--- src/rtl/ising_pkg.sv ---
// rtl/ising_pkg.sv - shared types and constants for the lattice snapshot streamer
package ising_pkg;

    typedef enum logic [3:0] {
        IDLE,
        HDR,
        SEQ,
        E_HI,
        E_LO,
        M_HI,
        M_LO,
        SPIN,
        CSUM
    } stream_state_t;

    localparam logic [7:0] DEFAULT_HEADER_BYTE = 8'hA5;

    function automatic int frame_len(input int grid);
        return 7 + (grid * grid) / 8;
    endfunction

endpackage

--- src/rtl/ising_snapshot_streamer.sv ---
// rtl/ising_snapshot_streamer.sv - captures lattice state on update_tick and streams it as a checksummed byte frame
module ising_snapshot_streamer
    import ising_pkg::*;
#(
    parameter int         GRID_SIZE   = 8,
    parameter logic [7:0] HEADER_BYTE = DEFAULT_HEADER_BYTE
) (
    input  logic                                  clk,
    input  logic                                  rst,
    input  logic                                  update_tick,
    input  logic [GRID_SIZE-1:0][GRID_SIZE-1:0]   spin_states,
    input  logic signed [15:0]                    system_energy,
    input  logic signed [15:0]                    system_magnetization,
    input  logic [31:0]                           update_counter,
    output logic [7:0]                            m_data,
    output logic                                  m_valid,
    input  logic                                  m_ready,
    output logic                                  m_last,
    output logic                                  busy,
    output logic [15:0]                           frame_count,
    output logic [15:0]                           dropped_count
);

    localparam int NBITS = GRID_SIZE * GRID_SIZE;
    localparam int NS    = NBITS / 8;
    localparam int IDX_W = (NS > 1) ? $clog2(NS) : 1;
    localparam logic [IDX_W-1:0] LAST_IDX = IDX_W'(NS - 1);

    stream_state_t    state_q, state_d;
    logic [IDX_W-1:0] spin_idx_q, spin_idx_d;
    logic [NBITS-1:0] spin_q, spin_d;
    logic [7:0]       seq_q, seq_d;
    logic [15:0]      energy_q, energy_d;
    logic [15:0]      mag_q, mag_d;
    logic [7:0]       csum_q, csum_d;
    logic [7:0]       data_q, data_d;
    logic             valid_q, valid_d;
    logic             last_q, last_d;
    logic [15:0]      frame_cnt_q, frame_cnt_d;
    logic [15:0]      drop_cnt_q, drop_cnt_d;

    logic             hs;
    logic             capture;
    logic [7:0]       spin_byte;

    // Only the low byte of the update counter travels in the frame.
    logic             counter_hi_unused;
    assign counter_hi_unused = ^update_counter[31:8];

    assign hs      = valid_q && m_ready;
    assign capture = update_tick && ((state_q == IDLE) || ((state_q == CSUM) && hs));

    always_comb begin
        state_d     = state_q;
        spin_idx_d  = spin_idx_q;
        spin_d      = spin_q;
        seq_d       = seq_q;
        energy_d    = energy_q;
        mag_d       = mag_q;
        csum_d      = csum_q;
        frame_cnt_d = frame_cnt_q;
        drop_cnt_d  = drop_cnt_q;

        if (hs) begin
            csum_d = csum_q ^ data_q;
            case (state_q)
                HDR:  state_d = SEQ;
                SEQ:  state_d = E_HI;
                E_HI: state_d = E_LO;
                E_LO: state_d = M_HI;
                M_HI: state_d = M_LO;
                M_LO: begin
                    state_d    = SPIN;
                    spin_idx_d = '0;
                end
                SPIN: begin
                    if (spin_idx_q == LAST_IDX) begin
                        state_d = CSUM;
                    end else begin
                        spin_idx_d = spin_idx_q + 1'b1;
                    end
                end
                CSUM: begin
                    state_d     = IDLE;
                    frame_cnt_d = frame_cnt_q + 16'd1;
                end
                default: state_d = IDLE;
            endcase
        end

        // A capture on the CSUM handshake overrides the return to IDLE.
        if (capture) begin
            spin_d     = spin_states;
            seq_d      = update_counter[7:0];
            energy_d   = system_energy;
            mag_d      = system_magnetization;
            csum_d     = '0;
            state_d    = HDR;
            spin_idx_d = '0;
        end else if (update_tick && (drop_cnt_q != 16'hFFFF)) begin
            drop_cnt_d = drop_cnt_q + 16'd1;
        end
    end

    always_comb begin
        spin_byte = '0;
        for (int k = 0; k < NS; k++) begin
            if (spin_idx_d == IDX_W'(k)) begin
                spin_byte = spin_d[8*k +: 8];
            end
        end
    end

    // Output byte is derived from next-state values so it is registered and
    // cannot change while a presented byte waits for m_ready.
    always_comb begin
        data_d = '0;
        case (state_d)
            HDR:     data_d = HEADER_BYTE;
            SEQ:     data_d = seq_d;
            E_HI:    data_d = energy_d[15:8];
            E_LO:    data_d = energy_d[7:0];
            M_HI:    data_d = mag_d[15:8];
            M_LO:    data_d = mag_d[7:0];
            SPIN:    data_d = spin_byte;
            CSUM:    data_d = csum_d;
            default: data_d = '0;
        endcase
        valid_d = (state_d != IDLE);
        last_d  = (state_d == CSUM);
    end

    always_ff @(posedge clk) begin
        if (rst) begin
            state_q     <= IDLE;
            spin_idx_q  <= '0;
            spin_q      <= '0;
            seq_q       <= '0;
            energy_q    <= '0;
            mag_q       <= '0;
            csum_q      <= '0;
            data_q      <= '0;
            valid_q     <= 1'b0;
            last_q      <= 1'b0;
            frame_cnt_q <= '0;
            drop_cnt_q  <= '0;
        end else begin
            state_q     <= state_d;
            spin_idx_q  <= spin_idx_d;
            spin_q      <= spin_d;
            seq_q       <= seq_d;
            energy_q    <= energy_d;
            mag_q       <= mag_d;
            csum_q      <= csum_d;
            data_q      <= data_d;
            valid_q     <= valid_d;
            last_q      <= last_d;
            frame_cnt_q <= frame_cnt_d;
            drop_cnt_q  <= drop_cnt_d;
        end
    end

    assign m_data        = data_q;
    assign m_valid       = valid_q;
    assign m_last        = last_q;
    assign busy          = (state_q != IDLE);
    assign frame_count   = frame_cnt_q;
    assign dropped_count = drop_cnt_q;

endmodule

--- config.mk ---
export PLATFORM = sky130hd
export DESIGN_NAME = ising_snapshot_streamer
export DESIGN_NICKNAME = d
export VERILOG_FILES = /design/src/rtl/ising_pkg.sv /design/src/rtl/ising_snapshot_streamer.sv
export SDC_FILE = /design/constraint.sdc
export NUM_CORES = 1
export LEC_CHECK = 0
export BUFFER_PORTS_ARGS = -buffer_cell sky130_fd_sc_hd__buf_2
export CAP_MARGIN = 30
export CORE_MARGIN = 3
export CORE_UTILIZATION = 54
export CTS_CLUSTER_DIAMETER = 80
export DETAILED_ROUTE_END_ITERATION = 6
export HOLD_SLACK_MARGIN = 0.06
export MAX_ROUTING_LAYER = met4
export PLACE_DENSITY = 0.8
export SLEW_MARGIN = 20
export SYNTH_ARGS = -nofsm -noshare
export SYNTH_HDL_FRONTEND = slang
export SYNTH_SLANG_ARGS = --single-unit
--- constraint.sdc ---
create_clock -name clk -period 3.1 [get_ports clk]
set_input_delay 0.465 -clock clk [delete_from_list [all_inputs] [get_ports clk]]
set_output_delay 0.465 -clock clk [all_outputs]
set_load 0.01 [all_outputs]
==> results of run 1 <==
[worst max path at each step]
stage                       start                 to  slack, ps  depth (start not counted)
floorplan                 m_ready          m_data[0]        530                          9
global placement      update_tick          m_data[7]        240                          9
detailed placement    update_tick          m_data[7]        220                          9
CTS                    state_q[3]  dropped_count[15]        300                          7
global route        spin_idx_q[0]          m_data[4]         60                          9
finish                 state_q[2]          m_data[7]        280                          9
[flip-flops by register name (all words and copies together), names as in the netlist, 3 cells and up]
signal,cells
spin_q,64
csum_q,8
mag_q,16
state_q,4
energy_q,16
spin_idx_q,3
dropped_count,16
frame_count,16
m_data,8
seq_q,8
[layout make-up]
cell class | instances | area, um^2
clock inverters | 10 | 65.1
flip-flops and latches | 161 | 3220
clock buffers | 20 | 437
inverters | 7 | 26.3
multi-input cells | 648 | 3820
well taps | 172 | 215
repair buffers | 180 | 991
fillers | 1109 | 4150
[cells by family (layout without fill, tap and decap cells)]
logic type	count (synthesis)	after routing	share of synthesized area, %
XOR/XNOR	37	37	4.44
buffers and inverters	67	217	3.89
adder cells (fa/ha/maj)	3	3	0.514
multiplexers	54	54	7.64
AND/OR/NAND/NOR	357	357	21.7
flip-flops	161	161	44.1
AO/OA/AOI/OAI	197	197	17.7
[metrics by stage]
stage | cell area, um^2 | hold WS, ps
2_1_floorplan | 7300 | 432
3_3_place_gp | 8270 | 439
3_5_place_dp | 8270 | 445
4_1_cts | 8770 | 263
5_1_grt | 8780 | 268
6_report | 8780 | 272
[placed cells by master, fill, tap and decap left out, drive strengths merged, types with 15 or more instances in the layout]
cell	instances
clkbuf	20
nand3	25
nor2	85
nor2b	15
buf	180
nand2	177
a21oi	87
dfxtp	161
mux2i	40
xor2	27
[what timing repair did]
| action | CTS | global route |
|---|---|---|
| endpoints found under the hold margin | 0 | 0 |
| endpoints found under the setup margin | 0 | 1 |
| gates resized for setup | 0 | 1 |
[critical path, cell delays in order, from the launching register on]
cell and delay, ps:
dfxtp_1 400, buf_4 200, or3b_2 450, a211oi_1 410, a211oi_4 110, buf_4 200
nand3_1 80, o221ai_1 100, or4_1 560, a22o_1 190
[power breakdown]
group	switching, W	leakage, nW	total (W)	internal, W
clock network	0.000813	0.242	0.00182	0.00101
registers	0.0000613	1.32	0.00224	0.00218
logic	0.000373	2.18	0.000636	0.000263
[routing by layer]
layer  vias to the layer above  GRT usage, %  part of all wire [%]
met1                      3139          34.7                    43
li1                       3354             -                     -
met4                         0          9.38                   2.1
met3                        36          7.05                   9.4
met2                       302          38.5                    45
met5                         -             -                     0
==> impl_metrics.tcl, run 1 <==
set metrics [dict create \
    final_util_pct 67.9 \
    min_to "spin_q[18]" \
    yosys_warnings 0 \
    maxCapViolations 0 \
    die_y_um 122 \
    cp_max_fo 10 \
    synth.distinct_cells 63 \
    worstMarginPinSlew_ps 878 \
    antenna_found_initial 0 \
    synthToLayoutAreaGrowth_pct 20.3 \
    synth_top_area_share_pct 44.1 \
    drc_errors 0 \
    cts_max_level 4 \
    crit_path_start_kind "flip-flop" \
    cts_inserted_buffers 17 \
    r2r_setup_slack_ps 280 \
    fin_crit_sh_pct 90.9 \
    drive_above_1_share_pct 22.1 \
    cts-root-buf "clkbuf_16" \
    fp.coreArea_um2 12900 \
    cts_sinks 161 \
    yosys-top-cells-count "177 x nand2_1, 161 x dfxtp_1, 86 x a21oi_1, 85 x nor2_1, 42 x clkbuf_1" \
    p_per_area_nw_per_um2 536 \
    grt_max_degree 87 \
    fin_crit_ps 2820 \
    dp_hpwl_um 13600 \
    max_slew_margin_pct 41.4 \
    ctsHoldBuffers 0 \
    avgSynthCellArea_um2 8.33 \
    dp.cells 1168 \
    cts_tree "done" \
    io_pins 175 \
    dieWidth_um 122 \
    ir_drop_v 0.000375 \
    worstSkewPairLatency_ps 430 \
    p_total_w 0.00470 \
    finalHoldViolations 0 \
    synth_edf_count 0 \
    syn_area_um2 7300 \
    crit_arrival_ps 3140 \
    first_global_vias 6229 \
    place_ws_ps 224 \
    grt_pass1_wl_um 29900 \
    row_count 41 \
    whs_path_depth 3 \
    fmax_mhz 355 \
    finalClockSkew_ps 7.44 \
    ys_seq_area_share_pct 44.1 \
    netlist.top_cell.by_area "dfxtp_1" \
    cp.required_ps 3420 \
    worstSetupPathType "flip-flop to flip-flop" \
    end_kind "flip-flop" \
    p_leak_nw 3.73 \
    setup_viol 0 \
    status "finished clean" \
    ys_seq_elements 161 \
    rsz0062_at_grt "false" \
    async_flop_share_pct 0 \
    drt-pass1-iter-count 6 \
    postCtsSetupRepairBufs 0 \
    rr_worst_depth 9 \
    die_area_um2 15000 \
    nets 1150 \
    place.gp.congestion 0.962 \
    port_buffers 150 \
    setup_slack_ps 283 \
    wl_um 18900 \
    drtIter0Drc 713 \
    syn_nets 1011 \
    routed_via_density 5.70 \
    hold_class "input port to flip-flop" \
    r2r-start "state_q[2]" \
    r2r-end "m_data[7]" \
    routedWlPerCell_um 15.8 \
    ant_nets 0 \
    ctsLongestPathBuffers 2 \
    grtUsageTotal_pct 26.1 \
    syn_inst 876 \
    vias 6831 \
    setup-tns-final_ps 0 \
    min_from "spin_states[18]" \
    gr-total-overflow 0 \
    synth.area.top_cells "dfxtp_1 44%, nand2_1 9.1%, a21oi_1 5.9%" \
    initial_core_util_pct 56.5 \
    layoutNonFillerInstCount 1198 \
    post-synth-top-count-cell "nand2_1" \
    cts.clk_slew.worst_paths_ps 60 \
    diodes 0 \
    synth_ff_type "dfxtp_1" \
    slew_viol_final 0 \
]
(Power assumes the default switching activity.)
==> run 2: changes to the inputs <==
--- a/config.mk
+++ b/config.mk
@@ -7,6 +7,7 @@
 export LEC_CHECK = 0
 export BUFFER_PORTS_ARGS = -buffer_cell sky130_fd_sc_hd__buf_2
 export CAP_MARGIN = 30
+export CORE_ASPECT_RATIO = 0.6
 export CORE_MARGIN = 3
 export CORE_UTILIZATION = 54
 export CTS_CLUSTER_DIAMETER = 80
==> run 2 against run 1 <==
- combinational power grew 6.0%
- register-to-register slack lost 150 ps
- total power grew 5.5%
- largest cell class unchanged
==> impl_metrics.tcl, run 2 (same netlist as run 1, synthesis figures left out) <==
set metrics [dict create \
    rr_worst_depth 9 \
    rsz0062_at_grt "false" \
    io_pins 175 \
    cpPeakStageDelay_ps 520 \
    status "finished clean" \
    fin_crit_ps 2960 \
    ctsHoldBuffers 0 \
    maxCapViolations 0 \
    dp_hpwl_um 14600 \
    crit_arrival_ps 3270 \
    fillers 1088 \
    crit_chain "buf_4 > or4b_4 > a221oi_1 > a211oi_4 > buf_12 > mux2_1 > o21ai_1 > o2111ai_1 > a22o_1" \
    grt_pass1_wl_um 31300 \
    worstSetupPathType "flip-flop to flip-flop" \
    drtIter0Drc 510 \
    cts_sinks 161 \
    postCtsSetupRepairBufs 0 \
    setup-tns-final_ps 0 \
    cp_max_fo 17 \
    end_kind "flip-flop" \
    cts_resized 0 \
    first_global_vias 5996 \
    worstSkewPairLatency_ps 430 \
    cts-root-buf "clkbuf_16" \
    final_cell_mix "177 x nand2_1, 161 x dfxtp_1, 150 x buf_2" \
    p_leak_nw 3.84 \
    p_per_area_nw_per_um2 553 \
    gr-total-overflow 0 \
    setup_viol 0 \
    crit_path_start_kind "flip-flop" \
    hold_class "input port to flip-flop" \
    routedWlPerCell_um 16.7 \
    cts_tree "done" \
    ir_drop_v 0.000397 \
    nets 1162 \
    fp.coreArea_um2 13000 \
    drive_above_1_share_pct 23.3 \
    cts_inserted_buffers 17 \
    min_from "spin_states[27]" \
    slowest_stage "or4b_4" \
    finalHoldViolations 0 \
    vias 6890 \
    fmax_mhz 337 \
    grt_max_degree 104 \
    antenna_found_initial 1 \
    ff_latch_area_um2 3220 \
    worstMarginPinSlew_ps 618 \
    slew_viol_final 0 \
    regMostFlops "spin_q" \
    routed_via_density 5.68 \
    drt-pass1-iter-count 5 \
    place.gp.congestion 0.951 \
    critical_path_buf_inv_count 2 \
    min_to "spin_q[27]" \
    whs_path_depth 3 \
    wl_um 20200 \
    max_slew_margin_pct 57.7 \
    die_area_um2 15000 \
    port_buffers 150 \
    postLayoutCellArea_um2 8970 \
    cts_max_level 4 \
    dieWidth_um 156 \
    synthToLayoutAreaGrowth_pct 22.9 \
    final_common_cell "nand2_1" \
    cts.clk_slew.worst_paths_ps 70 \
    final_util_pct 69.0 \
    initial_core_util_pct 56.1 \
    die_y_um 96.1 \
    row_count 32 \
    fin_crit_sh_pct 95.6 \
    multiInputGateArea_um2 3820 \
    dpl_cell_area_um2 8390 \
    r2r-start "state_q[2]" \
    finalClockSkew_ps 15.3 \
    r2r_setup_slack_ps 140 \
    drc_errors 0 \
    cp.required_ps 3410 \
    critPathTopFamily "compound AO/OA/AOI/OAI gates" \
    grtUsageTotal_pct 27.3 \
    r2r-end "m_data[0]" \
    ant_nets 0 \
    ctsLongestPathBuffers 2 \
    largest_reg_flops 64 \
]
[run 2: changes by cell type in the layout (fill, tap and decap cells not counted), sizes merged]
cell,previous run,this run
buf,180,192
inv,8,14
clkbuf,20,18
clkinvlp,3,1
diode,0,2
bufinv,0,1
clkinv,6,5
[run 2: metrics by stage]
| stage | total power [W] | hold slack, ps | worst slack (ps) | instances |
|---|---|---|---|---|
| after global routing | 0.00515 | 268 | 24.0 | 1211 |
| after CTS | 0.00497 | 264 | 195 | 1209 |
| after global placement | 0.00293 | 440 | 174 | 1177 |
| final | 0.00496 | 276 | 136 | 1212 |
| after detailed placement | 0.00295 | 446 | 164 | 1177 |
| after floorplan | 0.00270 | 432 | 526 | 876 |
[run 2: tightest hold or removal path, cell delays in order]
cell and delay, ps:
buf_2 100, nand2_1 40, a21oi_1 50
[run 2: worst max path at each step]
stage | start | endpoint | slack, ps | cells after the start
after floorplan | m_ready | m_data[0] | 530 | 9
after global placement | m_ready | m_data[2] | 170 | 9
after detailed placement | m_ready | m_data[2] | 160 | 9
after CTS | state_q[2] | m_data[0] | 200 | 9
after global routing | spin_idx_q[0] | m_data[4] | 20 | 11
final | state_q[2] | m_data[0] | 140 | 9
[run 2: where the power goes]
part / switching (W) / total (W) / leakage [nW] / internal (W)
Sequential: 0.0000609 / 0.00224 / 1.32 / 0.00218
Clock: 0.000912 / 0.00204 / 0.280 / 0.00113
Combinational: 0.000392 / 0.000674 / 2.25 / 0.000282
Total: 0.00136 / 0.00496 / 3.84 / 0.00360
[run 2: routing by layer]
layer	vias to the layer above	track usage [%]	wire [um]	part of all wire [%]
met5	-	-	0	0
li1	3383	-	-	-
met1	3171	41.0	9950	49
met3	22	7.59	2100	10
met2	314	35.1	7940	39
met4	0	7.72	217	1.1
[run 2: area by class of cell]
class                      count  area share [%]
clock buffer                  18            4.78
inverter                       7           0.293
clock inverter                14            1.60
antenna                        2          0.0558
timing repair buffer         192            12.4
multi-input combinational    648            42.5
tap                          170            2.37
sequential                   161            35.9
==> run 3: changes to the inputs <==
--- a/config.mk
+++ b/config.mk
@@ -12,6 +12,7 @@
 export CORE_UTILIZATION = 54
 export CTS_CLUSTER_DIAMETER = 80
 export DETAILED_ROUTE_END_ITERATION = 6
+export GPL_TIMING_DRIVEN = 0
 export HOLD_SLACK_MARGIN = 0.06
 export MAX_ROUTING_LAYER = met4
 export PLACE_DENSITY = 0.8
==> run 3 against run 2 <==
- the run now ends with negative setup slack left
- final cell count rose by 1.6%
- via count is 4.9% higher
- total power grew 2.8%
- sequential power hardly changed
- largest power group unchanged
- global-route usage up 2.5 points
- clock power grew 5%
- first-iteration DRC count up 27%
==> impl_metrics.tcl, run 3 (same netlist as run 1, synthesis figures left out) <==
set metrics [dict create \
    cts_inserted_buffers 17 \
    wl_um 22300 \
    ant_nets 0 \
    row_count 32 \
    worstMarginPinSlew_ps 814 \
    ctsLongestPathBuffers 2 \
    cts_max_level 4 \
    initial_core_util_pct 56.1 \
    whs_ps 271 \
    p_per_area_nw_per_um2 569 \
    hold_class "input port to flip-flop" \
    fin_crit_sh_pct 100 \
    violations "negative setup slack" \
    cts_sinks 161 \
    p_leak_nw 3.80 \
    worstSetupPathType "flip-flop to flip-flop" \
    nets 1182 \
    final_cell_mix "177 x nand2_1, 161 x dfxtp_1, 160 x buf_2" \
    synthToLayoutAreaGrowth_pct 22.8 \
    setup-tns-final_ps -13.4 \
    port_buffers 149 \
    final_util_pct 68.9 \
    cp_max_fo 10 \
    grtUsageTotal_pct 29.8 \
    routed_via_density 5.87 \
    fin_crit_ps 3110 \
    grt_max_degree 17 \
    regMostFlops "spin_q" \
    end_kind "flip-flop" \
    setup_viol 1 \
    antenna_found_initial 1 \
    slew_viol_final 0 \
    die_area_um2 15000 \
    routedWlPerCell_um 18.1 \
    setup_slack_ps -13.4 \
    status "finished with violations" \
    crit_arrival_ps 3460 \
    fmax_mhz 321 \
    dp.cells 1195 \
    place.gp.congestion 1.06 \
    gr-total-overflow 0 \
    final_common_cell "nand2_1" \
    drtIter0Drc 647 \
    die_y_um 96.1 \
    dp_hpwl_um 16500 \
    io_pins 175 \
    finalClockSkew_ps 11.3 \
    cts-root-buf "clkbuf_16" \
    grt_pass1_wl_um 33600 \
    drive_above_1_share_pct 22.3 \
    vias 7225 \
    drc_errors 0 \
    max_slew_margin_pct 45.3 \
    dieWidth_um 156 \
    worstSkewPairLatency_ps 420 \
    largest_reg_flops 64 \
    ir_drop_v 0.000315 \
    drt-pass1-iter-count 5 \
    crit_path_start_kind "flip-flop" \
    finalHoldViolations 0 \
    first_global_vias 6305 \
    layoutNonFillerInstCount 1231 \
    cp.required_ps 3450 \
    fillers 1054 \
    fp.coreArea_um2 13000 \
    cts_tree "done" \
    cts.clk_slew.worst_paths_ps 70 \
    maxCapViolations 0 \
]
==> run 3: path summary, 6_finish.rpt <==
| kind | end | depth (start not counted) | slack, ps | start |
|---|---|---|---|---|
| worst max-delay path | m_data[3] | 9 | -10 | state_q[1] |
| worst min-delay path | spin_q[26] | 3 | 270 | spin_states[26] |
| worst max register to register | m_data[3] | 9 | -10 | state_q[1] |
| worst min register to register | spin_q[36] | 2 | 460 | spin_q[36] |
==> run 3: area by class of cell <==
type | instances | area, um^2 | area share (%)
Clock buffer | 18 | 429 | 4.79
Antenna cell | 1 | 2.50 | 0.0279
Clock inverter | 14 | 168 | 1.87
Multi-Input combinational cell | 648 | 3870 | 43.1
Timing Repair Buffer | 152 | 766 | 8.54
Tap cell | 170 | 213 | 2.37
Sequential cell | 161 | 3220 | 35.9
Inverter | 7 | 26.3 | 0.293
Buffer | 60 | 273 | 3.04
==> run 3: critical path: stages, from the launching register on <==
cell	delay [ps]
dfxtp_1	420
buf_2	250
nor2b_1	390
a31o_2	350
a21oi_4	140
buf_2	240
a2111oi_1	670
a221oi_2	150
o221ai_2	280
o2bb2ai_1	140
==> run 3: power by group <==
part | switching [W] | total (W) | internal, W
Combinational | 0.000436 | 0.000707 | 0.000271
Sequential | 0.0000666 | 0.00225 | 0.00218
Clock | 0.000929 | 0.00215 | 0.00122
==> run 3: timing repair <==
item	4_1_cts	5_1_grt
buffers inserted	0	2
pin swaps	0	1
resized for setup	1	34
endpoints found under the setup margin	5	80
hold buffers	0	0
==> run 3: per-layer routing <==
layer / share of wire (%) / vias up / track usage, %
met4: 1.1 / 0 / 6.92
met1: 46 / 3398 / 43.2
li1: - / 3422 / -
met2: 40 / 382 / 38.8
met5: 0 / - / -
met3: 13 / 23 / 11.3
==> run 3: metrics by stage <==
stage          cell area [um^2]  worst slack, ps  power (W)
2_1_floorplan              7300              526    0.00270
3_3_place_gp               8260             -305    0.00294
3_5_place_dp               8270             -279    0.00295
4_1_cts                    8870             3.04    0.00507
5_1_grt                    8970            -97.5    0.00527
6_report                   8970            -13.4    0.00510
